--- config.mk ---
export PLATFORM = sky130hd
export DESIGN_NAME = note_sequencer_flat
export DESIGN_NICKNAME = d
export VERILOG_FILES = /design/src/rtl/note_sequencer_if.sv /design/src/rtl/note_sequencer.sv /design/src/flat_wrapper.sv
export SDC_FILE = /design/constraint.sdc
export NUM_CORES = 1
export LEC_CHECK = 0
export CAP_MARGIN = 20
export CELL_PAD_IN_SITES_DETAIL_PLACEMENT = 0
export CELL_PAD_IN_SITES_GLOBAL_PLACEMENT = 1
export CORE_ASPECT_RATIO = 0.8
export CORE_UTILIZATION = 45
export CTS_CLUSTER_SIZE = 12
export DETAILED_ROUTE_END_ITERATION = 8
export PLACE_DENSITY = 0.94
export SLEW_MARGIN = 20
export SYNTH_ARGS = -nofsm -noshare
export SYNTH_HDL_FRONTEND = slang
export SYNTH_SLANG_ARGS = --single-unit
--- constraint.sdc ---
create_clock -name Clock -period 6.15 [get_ports Clock]
set_input_delay 1.23 -clock Clock [delete_from_list [all_inputs] [get_ports Clock]]
set_output_delay 1.23 -clock Clock [all_outputs]
set_load 0.01 [all_outputs]
--- src/rtl/note_sequencer_if.sv ---
// Song ROM bus between the note sequencer (master) and a synchronous song ROM (slave).
// RomData must be valid one clock after RomAddr is presented.
interface note_sequencer_if #(
    parameter int ADDR_W = 6
);
    logic [ADDR_W-1:0] RomAddr;  // registered address from the sequencer
    logic [23:0]       RomData;  // {Dur[23:16], Inc[15:0]}

    modport master (output RomAddr, input  RomData);
    modport slave  (input  RomAddr, output RomData);
endinterface

--- src/rtl/note_sequencer.sv ---
// Song-table player feeding the DDS phase adder.
// Fetches {duration, phase increment} entries from a synchronous song ROM and holds each
// increment for Dur*TICK_DIV clocks, followed by GAP_TICKS silent ticks. An entry with
// Dur==0 ends the song (restart at address 0 when Loop is high); Inc==0 is a rest.
// Optional feature macro: OCTAVE_SHIFT_EN adds an Octave[1:0] input that left-shifts the
// increment (saturating at 16'hFFFF) when the entry is read.
module note_sequencer #(
    parameter int TICK_DIV  = 1000000,
    parameter int GAP_TICKS = 2,
    parameter int ADDR_W    = 6
) (
    input  logic            Clock,
    input  logic            btnCpuReset,
    input  logic            Start,
    input  logic            Stop,
    input  logic            Loop,
`ifdef OCTAVE_SHIFT_EN
    input  logic [1:0]      Octave,
`endif
    note_sequencer_if.master rom,
    output logic [15:0]     PhaseInc,
    output logic            NoteOn,
    output logic            Busy,
    output logic            Done
);

    localparam int          PW         = $clog2(TICK_DIV);
    localparam logic [PW-1:0] PRESC_LAST = PW'(TICK_DIV - 1);
    localparam logic [7:0]  GAP_INIT   = 8'(GAP_TICKS);

    typedef enum logic [2:0] {S_IDLE, S_ADDR, S_READ, S_PLAY, S_GAP, S_DONE} state_t;

    state_t            state_q, state_d;
    logic [ADDR_W-1:0] addr_q, addr_d;
    logic [15:0]       phase_q, phase_d;
    logic              note_q, note_d;
    logic [7:0]        dur_q, dur_d;
    logic [7:0]        gap_q, gap_d;
    logic [PW-1:0]     presc_q, presc_d;

    logic [7:0]  dur;
    logic [15:0] inc;
    logic [15:0] tone;
    logic        wrap;

    assign dur  = rom.RomData[23:16];
    assign inc  = rom.RomData[15:0];
    assign wrap = (presc_q == PRESC_LAST);

`ifdef OCTAVE_SHIFT_EN
    logic [17:0] shifted;
    // Octave shift with saturation; only consumed in READ so a sounding note keeps its pitch
    always_comb begin
        shifted = {2'b00, inc} << Octave;
        tone    = (shifted[17:16] != 2'b00) ? 16'hFFFF : shifted[15:0];
    end
`else
    assign tone = inc;
`endif

    // State and datapath registers; everything clears on async reset
    always_ff @(posedge Clock or negedge btnCpuReset) begin
        if (!btnCpuReset) begin
            state_q <= S_IDLE;
            addr_q  <= '0;
            phase_q <= '0;
            note_q  <= 1'b0;
            dur_q   <= '0;
            gap_q   <= '0;
            presc_q <= '0;
        end else begin
            state_q <= state_d;
            addr_q  <= addr_d;
            phase_q <= phase_d;
            note_q  <= note_d;
            dur_q   <= dur_d;
            gap_q   <= gap_d;
            presc_q <= presc_d;
        end
    end

    // Next-state and datapath updates; Stop overrides everything at the end
    always_comb begin
        state_d = state_q;
        addr_d  = addr_q;
        phase_d = phase_q;
        note_d  = note_q;
        dur_d   = dur_q;
        gap_d   = gap_q;
        presc_d = presc_q;
        case (state_q)
            S_IDLE: if (Start) begin
                addr_d  = '0;
                state_d = S_ADDR;
            end
            S_ADDR: state_d = S_READ;
            S_READ: begin
                if (dur == 8'd0) begin
                    if (Loop) begin
                        addr_d  = '0;
                        state_d = S_ADDR;
                    end else begin
                        state_d = S_DONE;
                    end
                end else begin
                    phase_d = tone;
                    note_d  = (inc != 16'd0);
                    dur_d   = dur;
                    presc_d = '0;
                    state_d = S_PLAY;
                end
            end
            S_PLAY: begin
                presc_d = wrap ? '0 : presc_q + 1'b1;
                if (wrap) begin
                    dur_d = dur_q - 8'd1;
                    if (dur_q == 8'd1) begin
                        phase_d = '0;
                        note_d  = 1'b0;
                        if (GAP_TICKS > 0) begin
                            presc_d = '0;
                            gap_d   = GAP_INIT;
                            state_d = S_GAP;
                        end else begin
                            addr_d  = addr_q + 1'b1;
                            state_d = S_ADDR;
                        end
                    end
                end
            end
            S_GAP: begin
                presc_d = wrap ? '0 : presc_q + 1'b1;
                if (wrap) begin
                    gap_d = gap_q - 8'd1;
                    if (gap_q == 8'd1) begin
                        addr_d  = addr_q + 1'b1;
                        state_d = S_ADDR;
                    end
                end
            end
            S_DONE:  state_d = S_IDLE;
            default: state_d = S_IDLE;
        endcase
        if (Stop) begin
            state_d = S_IDLE;
            phase_d = '0;
            note_d  = 1'b0;
            addr_d  = '0;
        end
    end

    assign rom.RomAddr = addr_q;
    assign PhaseInc    = phase_q;
    assign NoteOn      = note_q;
    assign Busy        = (state_q != S_IDLE);
    assign Done        = (state_q == S_DONE);

endmodule

--- src/flat_wrapper.sv ---
// flat-port wrapper written by rule: the top's interface ports become plain ports
module note_sequencer_flat 
#(
    parameter int TICK_DIV  = 1000000,
    parameter int GAP_TICKS = 2,
    parameter int ADDR_W    = 6
)
  (Clock, btnCpuReset, Start, Stop, Loop, PhaseInc, NoteOn, Busy, Done, rom_RomAddr, rom_RomData);
  note_sequencer_if #(.ADDR_W(ADDR_W)) rom_i ();
  input  logic Clock;
  input  logic btnCpuReset;
  input  logic Start;
  input  logic Stop;
  input  logic Loop;
  output logic [15:0] PhaseInc;
  output logic NoteOn;
  output logic Busy;
  output logic Done;
  output wire logic [$bits(rom_i.RomAddr)-1:0] rom_RomAddr;
  input wire logic [$bits(rom_i.RomData)-1:0] rom_RomData;
  assign rom_RomAddr = rom_i.RomAddr;
  assign rom_i.RomData = rom_RomData;
  note_sequencer #(.TICK_DIV(TICK_DIV), .GAP_TICKS(GAP_TICKS), .ADDR_W(ADDR_W)) u_core (.Clock(Clock), .btnCpuReset(btnCpuReset), .Start(Start), .Stop(Stop), .Loop(Loop), .rom(rom_i), .PhaseInc(PhaseInc), .NoteOn(NoteOn), .Busy(Busy), .Done(Done));
endmodule
==> results.cfg, run 1 <==
[place]
hpwl_um = 5975
gp_congestion = 0.8121
placed_area_um2 = 4106
port_buffers = 53

[global_routing]
grt_pass1_vias = 3019
grt_max_degree = 63
track_usage = 0.2297
antenna_found_initial = 0
grt_pass1_wl_um = 14610
gr-total-overflow = 0

[clock_network]
cts_max_level = 3
cts.sinks = 62
cts_setup_buffers = 0
numCtsBuffers = 9
ctsResizeCount = 0
cts_tree = built
cts.clk_slew.worst_paths_ns = 0.08
insertion_delay_ns = 0.35
hold_buffers = 0
cts_root_buf = clkbuf_8
clockBufferDepth = 2

[pwr]
pwr-share-clk = 0.222
ir_drop_mv = 0.1716
p_leak_uw = 0.001769
p_seq_frac = 0.417
swShare = 0.4020
power_density_nw_per_um2 = 345.4
net-switching-power_uw = 595.1
power_uw = 1480
combPwrFrac = 0.361
p_int_uw = 885.2

[critical_path]
cp-endpoint = Busy
rr_startpoint = u_core.state_q[0]$_DFFE_PN0P_
start_kind = flop
rr_endpoint = u_core.presc_q[5]$_DFFE_PN0P_
r2r_cells = 6
worstPathRequired_ns = 4.92
crit_fanout = 22
max_stage_delay_ns = 0.63
cp-end-kind = output port
crit_path_start = u_core.state_q[0]$_DFFE_PN0P_
critPathKind = reg2out
worstPathCellList = nor2_1 -> nand2_1 -> clkdlybuf4s50_1
rrSetupSlack_ns = 3.66
crit_arrival_ns = 2.22
crit_path_top_delay_cell = dfrtp_1

[detailed_routing]
viasPerCell = 6.043
drt_first_pass_iters = 5
avgRoutedWirePerCell_um = 16.21
vias = 3239
met2_length_um = 3671
drt-initial-drc-count = 270
m1WireLength_um = 4311
remaining_drc_errors = 0
wl_um = 8689
dr.max_layer_used = met4
wl_met3_um = 618
detail-route-antenna-nets = 0

[yosys]
ys_seq_area_frac = 0.4397
synth_most_common_cell = dfrtp_1
synth_edf_count = 0
synth-compound-area-share = 0.2532
avgSynthCellArea_um2 = 9.384
synth-main-ff-cell = dfrtp_1
synthesis.area_um2 = 3528
synth_top_cells_by_count = dfrtp_1 (62), nand2_1 (29), o21ai_0 (28), nor2_1 (27), a21oi_1 (25)
synth_top_family_by_area = compound AO/OA/AOI/OAI gates
yosysTopAreaCellShare = 0.4397
muxShareOfSynthArea = 0.02340
synth.distinct_cells = 66
async_reset_ff_frac = 1.000
syn_inst = 376
yosys.area.top_type = dfrtp_1
synth_nets = 411
yosys.area_share.adder = 0.02128
ys.warnings.count = 0
synth-simple-area-share = 0.2177
synth-seq-cells = 62
synthTopCellsByArea = dfrtp_1 (44%), a22o_2 (4.5%), o21ai_0 (4.0%), a21oi_1 (3.5%), nand2_1 (3.1%)
synth_xor_area_frac = 0

[sta]
grt_setup_unrepaired = no
period_share = 0.5610
setup_tns_ns = 0
hold_viol_final = 0
fmax_mhz = 289.8
finClkSkew_ns = 0.008046
fin_crit_ns = 3.450
setup_viol = 0
fin_hold_ws_ns = 0.4739
slew_headroom = 0.4798
tightest_slew_ns = 0.7803
finalMaxSlewViolations = 0

[layout]
drive_gt1_frac = 0.1253
diodes = 0
final_area_um2 = 4285
syn_to_final_growth_pct = 21.45
finalCoreUtilization = 0.5716
finalNetCount = 461

[die]
die-height_um = 81.20
coreArea_um2 = 7497
die_w_um = 101
core.rowCount = 28
start_util = 0.4706
ios = 54
fp.dieArea_um2 = 8201

[job]
max_cap_violations = 0

[run_status]
status = complete, no violations

[worst_hold_path]
min-delay-path-class = reg2reg
-- cells in the final DEF, fill, tap and decap left out, types with 3 or more instances in the layout --
master           count
a31oi_1             15
clkbuf_8             9
nand4_1             10
nand2b_1             6
o21ai_0             28
o31ai_1              4
a21o_1               4
ha_1                 6
inv_1               13
a22o_2              16
dfrtp_1             62
nand3_1             19
nor2_1              27
inv_6                3
nand2_1             29
a22o_1               3
o21ai_1              3
or3_1                5
buf_4                4
and3_1               6
nor3_1               7
nor4_1               8
and4_1               4
a21oi_1             25
mux2i_1              6
clkdlybuf4s50_1     52
-- flip-flops by register name (all words and copies together) (netlist names) --
signal,flops
u_core.NoteOn,1
u_core.PhaseInc,16
u_core.dur_q,8
u_core.rom.RomAddr,6
u_core.state_q,3
u_core.gap_q,8
u_core.presc_q,20
-- metrics by stage --
| step | std cells | worst slack (ns) |
|---|---|---|
| finish | 536 | 2.700 |
| global route | 536 | 2.578 |
| CTS | 536 | 2.715 |
| detailed placement | 520 | 2.566 |
| global placement | 520 | 2.617 |
| floorplan | 376 | 3.294 |
-- power groups by stage --
stage	clock (uW)	sequential, uW	combinational, uW
4_1_cts	338	614	531
3_3_place_gp	0	617	516
2_1_floorplan	0	587	390
5_1_grt	358	635	593
6_report	329	617	534
3_5_place_dp	0	621	530
-- kinds of logic (layout without fill, tap and decap cells) --
family                     count (synthesis)  count (layout)
and+or+nand+nor                          141             141
AOI/OAI and AO/OA                        128             128
DFF                                       62              62
buffers and inverters                     31              86
muxes                                      8               8
adders and majority gates                  6               6
-- cell type report --
type | count | area, um^2
repair buffers | 57 | 555.5
inverters | 13 | 48.80
clock buffers | 9 | 123.9
multi-input cells | 283 | 1819
well taps | 105 | 131.4
fillers | 679 | 3212
clock inverters | 7 | 55.05
flip-flops and latches | 62 | 1551
-- how the worst min path moves through the flow --
stage,start,endpoint,cells past startpoint
after floorplan,u_core.presc_q[18]$_DFFE_PN0P_,u_core.presc_q[18]$_DFFE_PN0P_,1
after global placement,u_core.presc_q[18]$_DFFE_PN0P_,u_core.presc_q[18]$_DFFE_PN0P_,1
after detailed placement,u_core.presc_q[18]$_DFFE_PN0P_,u_core.presc_q[18]$_DFFE_PN0P_,1
after CTS,u_core.presc_q[18]$_DFFE_PN0P_,u_core.presc_q[18]$_DFFE_PN0P_,1
after global routing,u_core.presc_q[18]$_DFFE_PN0P_,u_core.presc_q[18]$_DFFE_PN0P_,1
final,u_core.presc_q[18]$_DFFE_PN0P_,u_core.presc_q[18]$_DFFE_PN0P_,1
-- routing by layer --
layer | GRT usage | vias to the layer above
met5 | 0 | -
met4 | 0.06377 | 0
met3 | 0.05077 | 13
met2 | 0.3562 | 137
met1 | 0.3241 | 1549
li1 | - | 1540
-- worst max-delay path, delay by kind of cell, from the launching register on --
kind | cells | cell delay, ns
and+or+nand+nor | 2 | 0.74
DFF | 1 | 0.63
buffers and inverters | 1 | 0.51
Note: power is estimated with default switching activity, not from simulation.
==> inputs of run 2 (changes only) <==
--- a/config.mk
+++ b/config.mk
@@ -9,10 +9,10 @@
 export CELL_PAD_IN_SITES_DETAIL_PLACEMENT = 0
 export CELL_PAD_IN_SITES_GLOBAL_PLACEMENT = 1
 export CORE_ASPECT_RATIO = 0.8
-export CORE_UTILIZATION = 45
+export CORE_UTILIZATION = 37
 export CTS_CLUSTER_SIZE = 12
 export DETAILED_ROUTE_END_ITERATION = 8
-export PLACE_DENSITY = 0.94
+export PLACE_DENSITY = 0.83
 export SLEW_MARGIN = 20
 export SYNTH_ARGS = -nofsm -noshare
 export SYNTH_HDL_FRONTEND = slang
==> constraint.sdc (replaced) <==
create_clock -name Clock -period 2.9 [get_ports Clock]
set_input_delay 0.58 -clock Clock [delete_from_list [all_inputs] [get_ports Clock]]
set_output_delay 0.58 -clock Clock [all_outputs]
set_load 0.01 [all_outputs]
==> run 2 against run 1 <==
  * The flow now finishes with violations (DRC)
  * Global-route usage down 4.1 points
  * Clock-buffer cell count up 2
  * Routed wire length increased by 0.68%
  * Combinational power increased by 130%
  * Sequential share of layout area fell by 1.8 points
  * Non-clock buffer count increased by 12
  * Cell count up 3.9%
  * Die area rose by 21%
  * Clock power grew to 3.0 times the previous value
  * Power up 140%
  * Clock skew is 0.0027 ns lower
  * Critical path type unchanged
==> results.cfg, run 2 (synthesis results as in run 1) <==
[pwr]
pwr-share-clk = 0.279
combPwrFrac = 0.355
p_int_uw = 2253
swShare = 0.3574
p_seq_frac = 0.366
p_leak_uw = 0.001888
net-switching-power_uw = 1253
power_density_nw_per_um2 = 777.4
power_uw = 3506
ir_drop_mv = 0.3517

[sta]
fin_crit_ns = 2.502
finalMaxSlewViolations = 0
finClkSkew_ns = 0.005381
setup_tns_ns = 0
tightest_slew_ns = 0.6225
hold_viol_final = 0
fmax_mhz = 399.7
grt_setup_unrepaired = no
slew_headroom = 0.5812
setup_viol = 0
period_share = 0.8627

[global_routing]
antenna_found_initial = 0
grt_pass1_wl_um = 14680
grt_max_degree = 24
grt_pass1_vias = 2880
gr-total-overflow = 0
track_usage = 0.1885

[detailed_routing]
remaining_drc_errors = 16
wl_um = 8748
vias = 3148
drt-initial-drc-count = 264
detail-route-antenna-nets = 0
viasPerCell = 5.652
drt_first_pass_iters = 7
avgRoutedWirePerCell_um = 15.71

[layout]
layout.cells.non_filler = 557
multi_input_area_um2 = 1819
top_register = u_core.presc_q
seqCellArea_um2 = 1551
finalCoreUtilization = 0.4926
final_common_cell = dfrtp_1
nFillCells = 879
drive_gt1_frac = 0.1471
diodes = 0
largest_reg_flops = 20
syn_to_final_growth_pct = 27.80
layout_common_cells = dfrtp_1 (62), clkdlybuf4s50_1 (52), nand2_1 (29), o21ai_0 (28), nor2_1 (27)
finalNetCount = 473

[clock_network]
numCtsBuffers = 9
clockBufferDepth = 2
cts.sinks = 62
hold_buffers = 0
ctsResizeCount = 0
cts_setup_buffers = 0
cts_root_buf = clkbuf_16
cts_tree = built
cts_max_level = 3
insertion_delay_ns = 0.33
cts.clk_slew.worst_paths_ns = 0.05

[die]
die_w_um = 111.2
ios = 54
start_util = 0.3855
die-height_um = 89.35
fp.dieArea_um2 = 9933
core.rowCount = 31
coreArea_um2 = 9154

[place]
hpwl_um = 6219
placed_cells = 542
gp_congestion = 0.8287
port_buffers = 53

[critical_path]
worstPathCellList = buf_4 -> nor2b_1 -> and2_1 -> clkdlybuf4s50_1
critPathKind = reg2out
worst-path-buf-inv = 2
cp_top_family = buffers and inverters
crit_fanout = 9
max_stage_delay_ns = 0.52
crit_arrival_ns = 1.92
crit_path_top_delay_cell = clkdlybuf4s50_1
worstPathRequired_ns = 2.32
start_kind = flop
cp-end-kind = output port

[worst_hold_path]
min-delay-path-class = in2async

[job]
max_cap_violations = 0

[run_status]
failed_checks = DRC
status = finished, violations left
run 2: worst reg2reg max path, delay by kind of cell (launching register included):
kind	cells	cell delay (ns)
flip-flops	1	0.42
AND/OR/NAND/NOR	3	1.02
multiplexers	1	0.35
AO/OA/AOI/OAI	1	0.43
run 2: per-stage QoR:
stage | setup WS [ns] | hold slack [ns] | area, um^2
2_1_floorplan | 0.6937 | 0.2844 | 3528
3_3_place_gp | 0.1990 | 0.4614 | 4234
3_5_place_dp | 0.1583 | 0.4691 | 4234
4_1_cts | 0.3866 | 0.2027 | 4509
5_1_grt | 0.2771 | 0.2234 | 4509
6_report | 0.3981 | 0.1939 | 4509
run 2: area by class of cell:
class / instances / share of cell area
Multi-Input combinational cell: 283 / 0.4034
Clock inverter: 4 / 0.004994
Tap cell: 115 / 0.03191
Inverter: 13 / 0.01082
Clock buffer: 11 / 0.05605
Sequential cell: 62 / 0.3441
Timing Repair Buffer: 69 / 0.1487
run 2: final timing paths:
| kind | end | slack [ns] | cells past startpoint | start |
|---|---|---|---|---|
| worst max-delay path | Done | 0.40 | 4 | u_core.state_q[2]$_DFFE_PN0P_ |
| worst min-delay path | u_core.PhaseInc[12]$_DFFE_PN0P_ | 0.19 | 1 | btnCpuReset |
| worst max register to register | u_core.dur_q[1]$_DFFE_PN0P_ | 0.56 | 5 | u_core.presc_q[7]$_DFFE_PN0P_ |
| worst min register to register | u_core.presc_q[18]$_DFFE_PN0P_ | 0.48 | 1 | u_core.presc_q[18]$_DFFE_PN0P_ |
| max in group asynchronous | u_core.rom.RomAddr[3]$_DFFE_PN0P_ | 2.02 | 2 | btnCpuReset |
| min in group Clock | u_core.presc_q[18]$_DFFE_PN0P_ | 0.48 | 1 | u_core.presc_q[18]$_DFFE_PN0P_ |
run 2: metal layers:
layer | vias to the layer above | track usage | wire (um)
met2 | 71 | 0.2722 | 3591
met3 | 8 | 0.05017 | 483
met5 | - | 0 | 0
met4 | 0 | 0.06880 | 102
met1 | 1511 | 0.2705 | 4571
li1 | 1558 | - | -
run 2: power groups by stage:
| stage | clock network [uW] | logic [uW] | registers [uW] |
|---|---|---|---|
| final | 978 | 1250 | 1280 |
| after global placement | 0 | 1230 | 1290 |
| after detailed placement | 0 | 1250 | 1290 |
| after floorplan | 0 | 827 | 1240 |
| after CTS | 1000 | 1250 | 1280 |
| after global routing | 1050 | 1380 | 1320 |
